--- config.mk ---
export PLATFORM = sky130hd
export DESIGN_NAME = junction_controller
export DESIGN_NICKNAME = d
export VERILOG_FILES = /design/src/rtl/junction_pkg.sv /design/src/rtl/junction_controller_phase_timer.sv /design/src/rtl/junction_controller.sv
export SDC_FILE = /design/constraint.sdc
export NUM_CORES = 1
export LEC_CHECK = 0
export ABC_AREA = 1
export CAP_MARGIN = 30
export CELL_PAD_IN_SITES_DETAIL_PLACEMENT = 1
export CELL_PAD_IN_SITES_GLOBAL_PLACEMENT = 1
export CORE_UTILIZATION = 38
export DETAILED_ROUTE_END_ITERATION = 12
export PLACE_DENSITY_LB_ADDON = 0.1
export SLEW_MARGIN = 10
export SYNTH_ARGS = -nofsm -noshare
export SYNTH_HDL_FRONTEND = slang
export SYNTH_HIERARCHICAL = 1
export SYNTH_SLANG_ARGS = --single-unit
--- constraint.sdc ---
create_clock -name clk -period 3.3 [get_ports clk]
set_input_delay 0.33 -clock clk [delete_from_list [all_inputs] [get_ports clk]]
set_output_delay 0.33 -clock clk [all_outputs]
set_load 0.01 [all_outputs]
--- src/rtl/junction_pkg.sv ---
// Shared types and constants for the junction controller and its phase timer.
package junction_pkg;

  localparam int unsigned TIMER_W = 32;

  localparam logic ROAD_A = 1'b0;
  localparam logic ROAD_B = 1'b1;

  typedef enum logic [2:0] {
    ALL_RED = 3'd0,
    GO_A    = 3'd1,
    GREEN_A = 3'd2,
    STOP_A  = 3'd3,
    GO_B    = 3'd4,
    GREEN_B = 3'd5,
    STOP_B  = 3'd6,
    FAULT   = 3'd7
  } state_t;

  // True once the ce cycle in progress completes 'limit' cycles in the state,
  // so a phase lasts exactly 'limit' ce cycles from a cleared count.
  function automatic logic elapsed(input logic [TIMER_W-1:0] count,
                                   input logic [TIMER_W-1:0] limit);
    return ({1'b0, count} + {{TIMER_W{1'b0}}, 1'b1}) >= {1'b0, limit};
  endfunction

endpackage

--- src/rtl/junction_controller_phase_timer.sv ---
// Clear/enable saturating phase counter with the four phase-length compares.
module phase_timer
  import junction_pkg::*;
#(
  parameter logic [TIMER_W-1:0] MIN_GREEN       = 32'd20,
  parameter logic [TIMER_W-1:0] MAX_GREEN       = 32'd100,
  parameter logic [TIMER_W-1:0] ALL_RED_TIME    = 32'd4,
  parameter logic [TIMER_W-1:0] CONFIRM_TIMEOUT = 32'd64
) (
  input  logic               clk,
  input  logic               rst,
  input  logic               clr,
  input  logic               en,
  output logic [TIMER_W-1:0] count,
  output logic               min_green_done,
  output logic               max_green_done,
  output logic               all_red_done,
  output logic               confirm_expired
);

  // Count enabled cycles, holding at all-ones; clear has priority.
  always_ff @(posedge clk) begin
    if (rst || clr) begin
      count <= '0;
    end else if (en && (count != '1)) begin
      count <= count + 1'b1;
    end
  end

  assign min_green_done  = elapsed(count, MIN_GREEN);
  assign max_green_done  = elapsed(count, MAX_GREEN);
  assign all_red_done    = elapsed(count, ALL_RED_TIME);
  assign confirm_expired = elapsed(count, CONFIRM_TIMEOUT);

endmodule

--- src/rtl/junction_controller.sv ---
// Two-road junction sequencer driving and confirming a pair of traffic lights.
module junction_controller
  import junction_pkg::*;
#(
  parameter logic [TIMER_W-1:0] MIN_GREEN       = 32'd20,
  parameter logic [TIMER_W-1:0] MAX_GREEN       = 32'd100,
  parameter logic [TIMER_W-1:0] ALL_RED_TIME    = 32'd4,
  parameter logic [TIMER_W-1:0] CONFIRM_TIMEOUT = 32'd64
) (
  input  logic       clk,
  input  logic       rst,
  input  logic       ce,
  input  logic       req_a,
  input  logic       req_b,
  input  logic       a_red,
  input  logic       a_green,
  input  logic       b_red,
  input  logic       b_green,
  output logic       toggle_a,
  output logic       toggle_b,
  output logic       grant_a,
  output logic       grant_b,
  output logic       fault,
  output logic [2:0] state_o
);

  state_t             state, state_nx;
  logic               next_road;
  logic               latch_a, latch_b;
  logic               unsafe, state_chg, first_ce;
  logic [TIMER_W-1:0] timer;
  logic               min_green_done, max_green_done, all_red_done, confirm_expired;

  phase_timer #(
    .MIN_GREEN       (MIN_GREEN),
    .MAX_GREEN       (MAX_GREEN),
    .ALL_RED_TIME    (ALL_RED_TIME),
    .CONFIRM_TIMEOUT (CONFIRM_TIMEOUT)
  ) u_timer (
    .clk             (clk),
    .rst             (rst),
    .clr             (state_chg),
    .en              (ce),
    .count           (timer),
    .min_green_done  (min_green_done),
    .max_green_done  (max_green_done),
    .all_red_done    (all_red_done),
    .confirm_expired (confirm_expired)
  );

  // Safety violations are checked every cycle, independent of ce.
  assign unsafe    = (a_green & b_green) | ((state == ALL_RED) & (a_green | b_green));
  assign state_chg = (state_nx != state);
  // Timer is zero only until the first ce cycle in a state has been counted.
  assign first_ce  = ce && (timer == '0) && !state_chg;
  assign state_o   = state;

  // Next-state decision; normal progress only on ce, safety faults at any time.
  always_comb begin
    state_nx = state;
    if (state != FAULT) begin
      if (unsafe) begin
        state_nx = FAULT;
      end else if (ce) begin
        unique case (state)
          ALL_RED: if (all_red_done) state_nx = (next_road == ROAD_A) ? GO_A : GO_B;
          GO_A:    if (a_green) state_nx = GREEN_A;
                   else if (confirm_expired) state_nx = FAULT;
          GREEN_A: if (min_green_done && (latch_b || max_green_done)) state_nx = STOP_A;
          STOP_A:  if (a_red) state_nx = ALL_RED;
                   else if (confirm_expired) state_nx = FAULT;
          GO_B:    if (b_green) state_nx = GREEN_B;
                   else if (confirm_expired) state_nx = FAULT;
          GREEN_B: if (min_green_done && (latch_a || max_green_done)) state_nx = STOP_B;
          STOP_B:  if (b_red) state_nx = ALL_RED;
                   else if (confirm_expired) state_nx = FAULT;
          default: state_nx = FAULT;
        endcase
      end
    end
  end

  // State, request latches and registered outputs.
  always_ff @(posedge clk) begin
    if (rst) begin
      state     <= ALL_RED;
      next_road <= ROAD_A;
      latch_a   <= 1'b0;
      latch_b   <= 1'b0;
      toggle_a  <= 1'b0;
      toggle_b  <= 1'b0;
      grant_a   <= 1'b0;
      grant_b   <= 1'b0;
      fault     <= 1'b0;
    end else begin
      state    <= state_nx;
      toggle_a <= first_ce && ((state == GO_A) || (state == STOP_A));
      toggle_b <= first_ce && ((state == GO_B) || (state == STOP_B));
      grant_a  <= (state_nx == GREEN_A);
      grant_b  <= (state_nx == GREEN_B);
      if (state_nx == FAULT) fault <= 1'b1;
      if ((state == STOP_A) && (state_nx == ALL_RED)) next_road <= ROAD_B;
      if ((state == STOP_B) && (state_nx == ALL_RED)) next_road <= ROAD_A;
      // Entry into a green clears that road's latch even if its request is still high.
      if (ce) begin
        latch_a <= ((state_nx == GREEN_A) && (state != GREEN_A)) ? 1'b0 : (latch_a | req_a);
        latch_b <= ((state_nx == GREEN_B) && (state != GREEN_B)) ? 1'b0 : (latch_b | req_b);
      end
    end
  end

endmodule

==> results of run 1 <==
Yosys cell counts (2+ instances only):
cell type,count
o21ai_1,2
nor3_1,8
inv_1,51
buf_6,4
a21oi_1,28
a31oi_1,2
nand2_1,174
nor4_1,3
dfxtp_1,43
xnor2_1,2
ha_1,2
nor2_1,83
nand2_2,13
nand4_1,4
nand3b_1,3
a211oi_1,2
clkbuf_1,2
o21ai_0,38
buf_2,3
buf_4,2
nor2_4,5
nor2_2,13
nand3_1,36
nand3_2,4
inv_2,6
o21ai_2,2
power breakdown:
part           switching (uW)  internal, uW  leakage [uW]
sequential                107           580      0.000362
combinational             775           570       0.00159
clock                     224           149     0.0000412
path summary, 6_finish.rpt:
check,startpoint,endpoint,slack (ns)
max,u_timer/count[1],u_timer/count[21],-0.44
min,next_road,next_road,0.49
max reg2reg,u_timer/count[1],u_timer/count[21],-0.44
min reg2reg,next_road,next_road,0.49
critical path: stages (launching register included):
cell,delay [ns]
dfxtp_4,0.40
ha_4,0.17
nand3_2,0.15
buf_4,0.18
nor2_4,0.13
nand2_2,0.09
nand2_1,0.10
nand2_1,0.14
nor2_4,0.13
nand2_4,0.11
nor3_4,0.22
nand3_2,0.14
o21ai_2,0.18
nor2_1,0.07
nor2_1,0.10
nand2_1,0.08
nand2_2,0.07
nand2_2,0.08
nand2_2,0.07
nand2_2,0.07
nor2_4,0.12
nand2_2,0.08
nor2_4,0.19
buf_12,0.15
clkbuf_16,0.14
o21ai_1,0.06
a21oi_1,0.21
registers in the layout, summed over array words and instances, names as in the netlist:
name           flops
grant_b            1
state_o            3
latch_b            1
fault              1
next_road          1
u_timer/count     32
grant_a            1
toggle_b           1
latch_a            1
toggle_a           1
logic make-up after synthesis:
| logic type | after synthesis | share of synthesized area (%) |
|---|---|---|
| AND/OR/NAND/NOR | 350 | 48.53 |
| AO/OA/AOI/OAI | 78 | 13.44 |
| buffers and inverters | 69 | 9.535 |
| flip-flops | 43 | 26.89 |
| XOR/XNOR | 3 | 0.8208 |
| adder cells (fa/ha/maj) | 2 | 0.7814 |
per-stage QoR:
step           utilization (%)  hold slack (ns)  worst slack, ns  total power, uW
2_1_floorplan                -           0.4010          0.08152             1241
3_3_place_gp             46.95           0.4533          -0.2383             1532
3_5_place_dp             46.95           0.4666          -0.4035             1561
4_1_cts                  51.44           0.4815         0.003419             2015
5_1_grt                  58.72           0.5252          -0.5641             2514
6_report                 58.72           0.4855          -0.4360             2406
layout make-up:
type / instances / area, sq um
timing repair buffer: 101 / 892.1
clock buffer: 6 / 72.57
tap: 105 / 131.4
fill: 1056 / 3374
inverter: 58 / 235.2
multi-input combinational: 433 / 2552
clock inverter: 2 / 12.51
sequential: 43 / 904.6
metal layers:
metal / up-vias / track usage (%)
li1: 1937 / -
met1: 2083 / 37.36
met2: 176 / 50.55
met3: 45 / 4.369
met4: 0 / 9.103
met5: - / 0
repair_timing:
action | 4_1_cts | 5_1_grt
setup endpoints to repair | 33 | 35
buffers inserted | 5 | 21
pin swaps | 10 | 46
resized for setup | 78 | 125
gates cloned | 1 | 1
==> out/results.ini, run 1 <==
[cells_and_area]
stdcell_count=748
syn_to_final_growth_pct=49.94
fin_nets=653
drive_above_1_share_pct=40.75
final_common_cell=nand2_1
antenna_cells=0
stdcell_area_sq_um=4801
final_cell_mix=146 x nand2_1, 73 x buf_4, 49 x nor2_1

[worst_setup_path]
endpoint_kind=flip-flop
critPathRequiredTime_ns=3.52
crit_type=flip-flop to flip-flop
reg2reg_depth=26
cp_max_fo=7
start_kind=flip-flop
arrival_ns=3.95

[run_status]
status=finished with violations
violations=setup timing

[grt]
grt_first_pass_wirelength_mm=19.84
grt-ovfl-total=0
grt_start_max_net_pins=53
antenna_found_initial=0
grt_pass1_vias=3993
grtUsageTotal_pct=29.33

[synth]
synth.area.top_cells=dfxtp_1 27%, nand2_1 20%, nor2_1 9.7%, inv_1 6.0%, o21ai_0 5.9%
syn-num-nets=556
synth_area_sq_um=3202
netlist_instances=545
synth_top_cell_by_area=dfxtp_1
ys_seq_elements=43
syn_avg_cell_area_sq_um=5.875
ys_async_sr_fraction_pct=0
ys_warn_count=6
synthFlopType=dfxtp_1
synth_edf_count=0
ys_types=36
ys_seq_area_share_pct=26.89
yosysTopAreaCellShare_pct=26.89

[clock_tree]
ctsLongestPathBuffers=2
numCtsBuffers=5
cts_tree=built
cts_sinks=43
cts.clk_slew.worst_paths_ns=0.11
cts_hold_buffers=0
clk_latency_ns=0.32
ctsRootBufferMaster=clkbuf_8
cts_max_level=2

[power]
p_leak_uw=0.001993
powerDensity_nw_per_um2=501.1
ir_drop_uv=268.4

[die]
core_sq_um=8175
die_w_um=93.79
start_util_pct=39.16
ioPinCount=17
num_rows=33
die_h_um=93.79
dieArea_sq_um=8797

[route]
firstDrtPassIters=5
wl_met1_mm=6.143
avgViaCountPerCell=5.670
drt-initial-drc-count=237
wl_met3_um=782
dr.max_layer_used=met4
avgRoutedWirePerCell_um=20.38
num_vias=4241
ant_nets=0
drc=0
drt-total-wl_mm=15.24
wl_met2_mm=7.739

[place]
place_area_sq_um=3839
io_buffer_count=16
post-place-cells=712
gp_congestion=0.8827
dpl.hpwl_mm=9.022

[min_path]
min_path_cells=2
hold_path.class=flip-flop to flip-flop

[job]
cap_violations=0

[sta]
worst_slack_ns=-0.4360
setup_viol=32
relSlewSlack_pct=52.64
timing.final.crit_share_pct=113.2
finalHoldViolations=0
tns_ns=-9.763
period_needed_ns=3.736
fmax_mhz=267.7
skew_ns=0.01357
rsz0062_at_grt=true
slew_violations=0
worst_pin_slew_ns=0.7094

Note: power is estimated with default switching activity, not from simulation.
==> inputs of run 2 (changes only) <==
MAX_ROUTING_LAYER = met4   (was default)
==> out/results.ini, run 2 (synthesis results as in run 1) <==
[cells_and_area]
final_cell_mix=148 x nand2_1, 70 x buf_4, 52 x nor2_1  ; was 146 x nand2_1, 73 x buf_4, 49 x nor2_1
stdcell_area_sq_um=4682  ; was 4801 sq um
largest_reg_flops=32  ; unchanged
multi_input_area_sq_um=2506  ; was 2552 sq um
antenna_cells=0  ; unchanged
final_util_pct=57.27  ; was 58.72%
fin_nets=647  ; was 653
drive_above_1_share_pct=40.03  ; was 40.75%
top_register=u_timer/count  ; unchanged
syn_to_final_growth_pct=46.23  ; was 49.94%
seq_area_sq_um=899.6  ; was 904.6 sq um
final.fill_count=1079  ; was 1056
final_common_cell=nand2_1  ; unchanged

[min_path]
hold_path.class=flip-flop to flip-flop  ; unchanged
worstHoldStart=fault  ; was next_road
min_path_cells=2  ; unchanged

[power]
switching_power_uw=1056  ; was 1106 uW
swShare_pct=45.71  ; was 45.98%
power_frac_comb_pct=54.9  ; was 55.9%
power_frac_seq_pct=29.6  ; was 28.6%
ir_drop_uv=252.0  ; was 268.4 uV
power_frac_clock_pct=15.5  ; about the same
powerDensity_nw_per_um2=493.4  ; was 501.1 nW/um^2
p_leak_uw=0.001926  ; was 0.001993 uW
p_int_uw=1254  ; was 1300 uW

[die]
die_h_um=93.79  ; unchanged
num_rows=33  ; unchanged
die_w_um=93.79  ; unchanged
start_util_pct=39.16  ; unchanged
ioPinCount=17  ; unchanged
core_sq_um=8175  ; unchanged
dieArea_sq_um=8797  ; unchanged

[worst_setup_path]
critPathRequiredTime_ns=3.53  ; was 3.52 ns
reg2reg_depth=26  ; unchanged
worst_path_most_repeated_cell=nand2_1  ; was nand2_2
cp_max_fo=7  ; unchanged
slowest_stage=dfxtp_1  ; was dfxtp_4
critPathLaunch=u_timer/count[23]  ; was u_timer/count[1]
arrival_ns=3.90  ; was 3.95 ns
crit_type=flip-flop to flip-flop  ; unchanged
endpoint_kind=flip-flop  ; unchanged
r2r_start=u_timer/count[23]  ; was u_timer/count[1]
critPathMaxStageDelay_ns=0.43  ; was 0.40 ns
start_kind=flip-flop  ; unchanged

[sta]
relSlewSlack_pct=53.79  ; was 52.64%
fmax_mhz=272.5  ; was 267.7 MHz
finalHoldViolations=0  ; unchanged
hold-worst-slack_ns=0.4734  ; was 0.4855 ns
timing.final.crit_share_pct=111.2  ; was 113.2%
worst_slack_ns=-0.3703  ; was -0.4360 ns
setup_viol=32  ; unchanged
skew_ns=0.01449  ; was 0.01357 ns
rsz0062_at_grt=true  ; unchanged
slew_violations=0  ; unchanged
period_needed_ns=3.670  ; was 3.736 ns
worst_pin_slew_ns=0.6931  ; was 0.7094 ns
tns_ns=-7.350  ; was -9.763 ns

[run_status]
violations=setup timing  ; unchanged
status=finished with violations  ; unchanged

[grt]
grt_start_max_net_pins=53  ; unchanged
grt_pass1_vias=3992  ; was 3993
grtUsageTotal_pct=30.10  ; was 29.33%
antenna_found_initial=0  ; unchanged
grt-ovfl-total=0  ; unchanged
grt_first_pass_wirelength_mm=19.83  ; was 19.84 mm

[route]
avgRoutedWirePerCell_um=18.77  ; was 20.38 um
avgViaCountPerCell=5.396  ; was 5.670
drt-total-wl_mm=13.93  ; was 15.24 mm
num_vias=4004  ; was 4241
drt-initial-drc-count=161  ; was 237
drc=0  ; unchanged
firstDrtPassIters=4  ; was 5
ant_nets=0  ; unchanged

[clock_tree]
cts_hold_buffers=0  ; unchanged
ctsRootBufferMaster=clkbuf_8  ; unchanged
clk_latency_ns=0.31  ; was 0.32 ns
cts_max_level=2  ; unchanged
cts_sinks=43  ; unchanged
numCtsBuffers=5  ; unchanged
cts_tree=built  ; unchanged
ctsLongestPathBuffers=2  ; unchanged
cts.clk_slew.worst_paths_ns=0.09  ; was 0.11 ns

[job]
cap_violations=0  ; unchanged

[place]
dpl.hpwl_mm=9.022  ; unchanged
gp_congestion=0.8974  ; was 0.8827
io_buffer_count=16  ; unchanged
place_area_sq_um=3839  ; unchanged

==> run 2: changes by cell type in the layout (fill, tap and decap cells not counted), moves of 3 or more <==
cell	before	now
o21ai_1	16	7
o21ai_2	9	16
a21oi_1	24	21
a21oi_2	5	8
buf_4	73	70
nor2_1	49	52
==> run 2: worst max-delay path, delay by kind of cell (launching register included) <==
family / cells / cell delay (ns)
compound gates: 3 / 0.48
buf+inv: 2 / 0.29
flops: 1 / 0.43
simple gates: 21 / 2.40
==> run 2: path summary, 6_finish.rpt <==
kind	end	slack, ns
setup / recovery	u_timer/count[14]	-0.37
hold / removal	fault	0.47
setup reg to reg	u_timer/count[14]	-0.37
hold reg to reg	fault	0.47
==> run 2: layer usage <==
layer / routed length [um] / track usage [%] / part of all wire [%] / up-vias
li1: - / - / - / 1920
met1: 5655 / 37.12 / 41 / 1948
met2: 7199 / 50.73 / 52 / 100
met3: 656 / 4.369 / 4.7 / 36
met4: 416 / 9.103 / 3.0 / 0
met5: 0 / - / 0 / -
==> run 2: layout make-up <==
class / instances / area share (%)
Multi-Input combinational cell: 433 / 53.53
Inverter: 58 / 4.971
Clock buffer: 6 / 1.550
Clock inverter: 2 / 0.2672
Tap cell: 105 / 2.806
Timing Repair Buffer: 95 / 17.66
Sequential cell: 43 / 19.21
==> run 2: what timing repair did <==
item,in CTS,in global routing
resized for setup,78,110
endpoints found under the setup margin,33,35
pin swaps,10,37
buffers inserted,5,15
gates cloned,1,1
==> run 2: through the flow <==
stage / std cells / worst slack [ns] / power (uW)
after global routing: 742 / -0.5923 / 2432
after global placement: 712 / -0.2383 / 1532
after floorplan: 545 / 0.08152 / 1241
final: 742 / -0.3703 / 2310
after detailed placement: 712 / -0.4035 / 1561
after CTS: 726 / 0.003419 / 2015
==> run 2: power groups by stage <==
stage          sequential [uW]  clock [uW]  combinational (uW)
3_3_place_gp               678           0                 854
3_5_place_dp               680           0                 881
6_report                   683         359                1270
2_1_floorplan              641           0                 600
4_1_cts                    673         369                 973
5_1_grt                    691         381                1360
